<file path="config.mk">
export PLATFORM = sky130hd
export DESIGN_NAME = run_limit_serializer
export DESIGN_NICKNAME = d
export VERILOG_FILES = /design/src/rtl/run_limit_serializer.sv
export SDC_FILE = /design/constraint.sdc
export NUM_CORES = 1
export LEC_CHECK = 0
export ABC_AREA = 1
export CAP_MARGIN = 10
export CORE_MARGIN = 3
export CORE_UTILIZATION = 45
export CTS_CLUSTER_SIZE = 28
export DETAILED_ROUTE_END_ITERATION = 8
export GPL_TIMING_DRIVEN = 0
export MAX_ROUTING_LAYER = met4
export PLACE_DENSITY = 0.71
export SYNTH_ARGS = -nofsm -noshare
export SYNTH_HDL_FRONTEND = slang
export SYNTH_SLANG_ARGS = --single-unit
</file>
<file path="constraint.sdc">
create_clock -name clk -period 3.7 [get_ports clk]
set_input_delay 0.925 -clock clk [delete_from_list [all_inputs] [get_ports clk]]
set_output_delay 0.925 -clock clk [all_outputs]
set_load 0.02 [all_outputs]
</file>
<file path="src/rtl/run_limit_serializer.sv">
// run_limit_serializer: shifts parallel words out MSB first, one bit per
// clock, inserting a complement stuff bit after every RUN_MAX identical
// line bits so no run on the line ever exceeds RUN_MAX.
//
//   state | meaning
//   IDLE  | waiting for a word; o_ready=1, line holds last bit
//   SEND  | emitting the MSB of the shift register
//   STUFF | emitting one complement bit to break a maximal run
module run_limit_serializer #(
  parameter int DATA_W  = 4,
  parameter int RUN_MAX = 3
) (
  input  logic              clk,
  input  logic              rst,
  input  logic              i_valid,
  input  logic [DATA_W-1:0] i_data,
  output logic              o_ready,
  output logic              o_bit,
  output logic              o_bit_valid,
  output logic              o_stuffed,
  output logic              o_busy
);

  localparam int CNT_W = $clog2(DATA_W + 1);
  localparam int RUN_W = $clog2(RUN_MAX + 1);
  localparam logic [CNT_W-1:0] CNT_FULL = CNT_W'(DATA_W);
  localparam logic [CNT_W-1:0] CNT_ONE  = CNT_W'(1);
  localparam logic [RUN_W-1:0] RUN_ONE  = RUN_W'(1);
  localparam logic [RUN_W-1:0] RUN_LIM  = RUN_W'(RUN_MAX);

  typedef enum logic [1:0] {IDLE, SEND, STUFF} state_t;

  state_t            state, state_nxt;
  logic [DATA_W-1:0] shreg, shreg_nxt;
  // bits still to send, counted down to zero
  logic [CNT_W-1:0]  bit_cnt, bit_cnt_nxt;
  logic              last_bit, last_bit_nxt;
  logic [RUN_W-1:0]  run_cnt, run_cnt_nxt;
  logic [RUN_W-1:0]  run_inc;
  logic              data_bit;

  // state and datapath registers
  always_ff @(posedge clk) begin
    if (rst) begin
      state    <= IDLE;
      shreg    <= '0;
      bit_cnt  <= '0;
      last_bit <= 1'b0;
      run_cnt  <= '0;
    end else begin
      state    <= state_nxt;
      shreg    <= shreg_nxt;
      bit_cnt  <= bit_cnt_nxt;
      last_bit <= last_bit_nxt;
      run_cnt  <= run_cnt_nxt;
    end
  end

  assign data_bit = shreg[DATA_W-1];
  // run length if data_bit goes on the line this cycle
  assign run_inc  = (data_bit == last_bit && run_cnt != '0) ? run_cnt + RUN_ONE : RUN_ONE;

  // next-state, datapath update and line outputs
  always_comb begin
    state_nxt    = state;
    shreg_nxt    = shreg;
    bit_cnt_nxt  = bit_cnt;
    last_bit_nxt = last_bit;
    run_cnt_nxt  = run_cnt;
    o_ready      = 1'b0;
    o_busy       = 1'b1;
    o_bit        = last_bit;   // idle line holds the last bit sent
    o_bit_valid  = 1'b0;
    o_stuffed    = 1'b0;
    unique case (state)
      IDLE: begin
        o_ready = 1'b1;
        o_busy  = 1'b0;
        if (i_valid) begin
          shreg_nxt   = i_data;
          bit_cnt_nxt = CNT_FULL;
          state_nxt   = SEND;
        end
      end
      SEND: begin
        o_bit        = data_bit;
        o_bit_valid  = 1'b1;
        last_bit_nxt = data_bit;
        run_cnt_nxt  = run_inc;
        shreg_nxt    = {shreg[DATA_W-2:0], 1'b0};
        bit_cnt_nxt  = bit_cnt - CNT_ONE;
        if (run_inc == RUN_LIM)
          state_nxt = STUFF;
        else if (bit_cnt == CNT_ONE)
          state_nxt = IDLE;
      end
      STUFF: begin
        o_bit        = ~last_bit;
        o_bit_valid  = 1'b1;
        o_stuffed    = 1'b1;
        last_bit_nxt = ~last_bit;
        run_cnt_nxt  = RUN_ONE;
        state_nxt    = (bit_cnt != '0) ? SEND : IDLE;
      end
      default: state_nxt = IDLE;
    endcase
  end

endmodule

</file>
### Yosys cells after proc, flatten, opt, wreduce, memory -nomap -nowiden

Index checks and enable logic that the tools add are counted.

| word-level totals | value |
|---|---|
| flip-flop bits (word level) | 12 |
| input bits | 7 |
| word-level logic and storage cells | 40 |

| cells by class | value |
|---|---|
| add/subtract/negate cells | 2 |
| equal/unequal tests | 7 |
| muxes and demuxes | 16 |
| bitwise operators | 1 |
| reductions and logical operators | 9 |

Operators with widths:

| kind | count |
|---|---|
| $mux W2 | 4 |
| $pmux W4 S2 | 1 |
| $pmux W2 S3 | 1 |
| $pmux W3 S2 | 1 |
| $reduce_bool A2 Y1 | 3 |
| $mux W1 | 5 |
| $eq A2 B2 Y1 const B | 2 |
| $mux W4 | 1 |
| $pmux W2 S2 | 1 |
| $reduce_and A2 Y1 | 2 |
| $eq A3 B1 Y1 const B | 1 |
| $mux W3 | 1 |
| $ne A3 B3 Y1 const B | 1 |
| $reduce_bool A3 Y1 | 1 |
| $sub A3 B1 Y3 const B | 1 |
| $add A2 B1 Y2 const B | 1 |
| $eq A2 B1 Y1 const B | 1 |
| $logic_not A2 Y1 | 1 |
| $ne A2 B2 Y1 const B | 1 |
| $pmux W1 S2 | 1 |
| $reduce_or A2 Y1 | 1 |
| $eq A1 B1 Y1 | 1 |
| $logic_and A1 B1 Y1 | 1 |
| $not A1 Y1 | 1 |

### Depth between registers and ports, before layout

| depth | value |
|---|---|
| word-level depth | 6 |
| gate-level depth with buffers | 8 |
| gate-level depth less buffers | 8 |

### Worst setup path before layout

No wires, ideal clock.

| timing path | value |
|---|---|
| kind | reg2out |
| from | reg state[0] |
| to | out o_bit |
| arrival | 1384 ps |
| data required time | 2775 ps |
| path slack | 1391 ps |
| stages on the path, launching flop included | 6 |
| path through | dfxtp_1 inv_1 ha_1 inv_1 a21oi_1 a22oi_1 |

| between the ends | value |
|---|---|
| word-level cells in the longest chain between the ends | 2 |

Ends and longest elaborated chain:

| element | line | source |
|---|---|---|
| from (decl) | 33 | `state_t state, state_nxt;` |
| from (signal assigned) | 51 | `state <= state_nxt;` |
| $eq A2 B2 Y1 / $eq A2 B1 Y1 (equally long branches) | 75 | `unique case (state)` |
| $pmux W1 S2 (*) | 75 |  |
| to (decl) | 18 | `output logic o_bit,` |

Mark *: on every way between the ends. The rest lies on a longest branch, timed or not.

### Worst setup path after layout

Same ends and word-level chain as after synthesis.

==> out/results.txt <==
Status -> complete, no violations
ANT cells -> 0
Post-synth top area cell -> dfxtp_1
Reg area -> 240.2 um2
Die W -> 44.82 um
Die area -> 2009 um2
IO Port Bufs -> 11
First-pass GRT wire length -> 2083 um
Drt initial violations -> 11
Clock Tree Buf Depth -> 2
Minimum clock period -> 2.970 ns
Share of layout cells above drive strength 1 -> 9.346%
Area Overhead vs Synth -> 24.35%
#FFs+latches synth -> 12
Relative slew slack -> 82.48%
Nets -> 123
Ys async rst share -> 0%
R2R cell count -> 6
Final wirelength -> 1264 um
Final Hold Fails -> 0
DP HPWL -> 1006 um
Avg WL per Cell -> 10.36 um
Peak VDD IR -> 309.9 uV
Worst reg2reg path endpoint -> shreg[2]
Post-synthesis sequential area ratio -> 35.42%
Via/cell ratio -> 4.910
Multi-input gate area -> 370.4 um2
DRC Markers -> 0
PwrDens -> 494.5 nW/um2
Filler Cells Inserted -> 132
Die Y-Extent -> 44.82 um
Worst R2R Start -> state[1]
WHS Endpoint -> bit_cnt[1]
Pre-antenna DRT Iters -> 4
Reg2reg setup slack -> 2.28 ns
TritonCTS clock tree -> built
Final setup viols -> 0
Largest net degree at the start of global routing -> 10
Cts repair resizes -> 0
Leak -> 0.3516 nW
Startpoint types -> flop
Synth area leaders -> dfxtp_1 (35%), ha_1 (15%), nand2_1 (12%), inv_1 (8.9%), a21oi_1 (6.6%)
Ys Warns -> 0
Vias in the first global route -> 501
Worst Max-Slew Pin Slew -> 0.2628 ns
# Post-CTS Setup Buffers -> 0
Core Box Area -> 1350 um2
RD Place Congestion -> 0.8357
RSZ-0062 raised after global routing -> no
Top-count cell post-synth -> nand2_1
Htree depth -> 1
Yosys top cell area share -> 35.42%
Worst skew pair latency -> 0.27 ns
CTS sink count -> 12
Critical path type -> flop to primary output
TritonCTS buffer count -> 3
Initial antenna violation count -> 0
Critical Path RT -> 2.77 ns
Mapped Cells -> 92
Vias -> 599
Clk root buf -> clkbuf_4
Crit path arrival time -> 2.05 ns
Post-synth EDFFs -> 0
Synthesized area -> 678.2 um2
Syn nets -> 107
Overall Global Routing Usage -> 15.25%
Netlist cell types -> 16
Final hold slack -> 0.4616 ns
Pre-CTS setup slack -> 1.017 ns
Post-Place Cells -> 118
Max-slew violation count -> 0
ANT nets after route -> 0
TNS Setup -> 0 ns
Hold Path Depth -> 2
Worst Setup End Kind -> primary output
Worst setup margin -> 0.7298 ns
Fin crit share -> 80.27%
Synth Flop Type -> dfxtp_1
Row cnt -> 13
Hold_sp -> bit_cnt[1]
Max Cap Viol -> 0
Worst Clk Skew -> 0.007760 ns
Synth top cells by count -> nand2_1 (21), inv_1 (16), dfxtp_1 (12)
IO Pins -> 12
Post-Syn Area per Cell -> 7.371 um2
Initial Utilization -> 50.23%
Final Non-Filler Cells -> 122
Type of the most critical hold path -> flop to flop
Max Fclk -> 0.3367 GHz
Overall power -> 0.4170 mW
Critical Path Fanout Max -> 5
Clk slew on worst S/H paths -> 0.07 ns
Grt total ovfl -> 0
CTS hold repair buffers -> 0
==> final cells by class <==
class                           instances  share of cell area, %
Multi-Input combinational cell         62                  43.92
Tap cell                               15                  2.226
Clock buffer                            4                  4.303
Sequential cell                        12                  28.49
Inverter                               18                  8.012
Timing Repair Buffer                   11                  13.06
==> worst max-delay path by stage <==
stage / slack [ns] / to / startpoint / cells after the start
6_report: 0.73 / o_bit / state[0] / 6
5_1_grt: 0.59 / o_bit / state[0] / 6
4_1_cts: 0.71 / o_bit / state[0] / 6
3_5_place_dp: 1.02 / o_bit / state[0] / 6
3_3_place_gp: 1.03 / o_bit / state[0] / 6
2_1_floorplan: 1.39 / o_bit / state[0] / 5
==> flip-flops by register name (all words and copies together) (netlist names) <==
| register | flops |
|---|---|
| shreg | 4 |
| bit_cnt | 3 |
| state | 2 |
| last_bit | 1 |
| run_cnt | 2 |
==> where the power goes <==
group | switching (mW) | internal (mW)
Combinational | 0.0883 | 0.0630
Clock | 0.0426 | 0.0598
Sequential | 0.0140 | 0.149
Total | 0.145 | 0.272
==> layer usage <==
metal	track usage (%)	routed length (um)
met1	17.36	629
met2	22.64	572
met3	7.171	50
met4	7.018	11
met5	-	0
==> cell families after synthesis <==
| kind of cell | count (synthesis) | synth area share, % |
|---|---|---|
| AOI/OAI and AO/OA | 24 | 21.03 |
| xor gates and xnor gates | 1 | 1.292 |
| adders and majority gates | 8 | 14.76 |
| buffers and inverters | 18 | 9.964 |
| DFF | 12 | 35.42 |
| and+or+nand+nor | 29 | 17.53 |
==> worst max-delay path: stages (launching register included) <==
cell and delay, ns:
dfxtp_1 0.38, inv_1 0.08, ha_1 0.35, inv_1 0.11, a21oi_1 0.05, a22oi_1 0.17, clkdlybuf4s50_1 0.64
==> layout by cell type (no fill, tap or decap), drive strengths merged, types with 2 or more instances in the layout <==
master	Yosys	final
a21oi	12	12
nor2	2	2
dfxtp	12	12
o21ai	7	7
clkdlybuf4s50	0	11
a31oi	4	4
clkbuf	0	4
nand3	4	4
ha	8	8
nand2	21	21
inv	18	18
==> metrics by stage <==
| step | cell area [um2] | util (%) |
|---|---|---|
| final | 843.3 | 62.47 |
| after global placement | 807.0 | 59.78 |
| after detailed placement | 807.0 | 59.78 |
| after CTS | 843.3 | 62.47 |
| after global routing | 843.3 | 62.47 |
| after floorplan | 678.2 | - |
No activity file was read; power rests on OpenSTA's default activity.
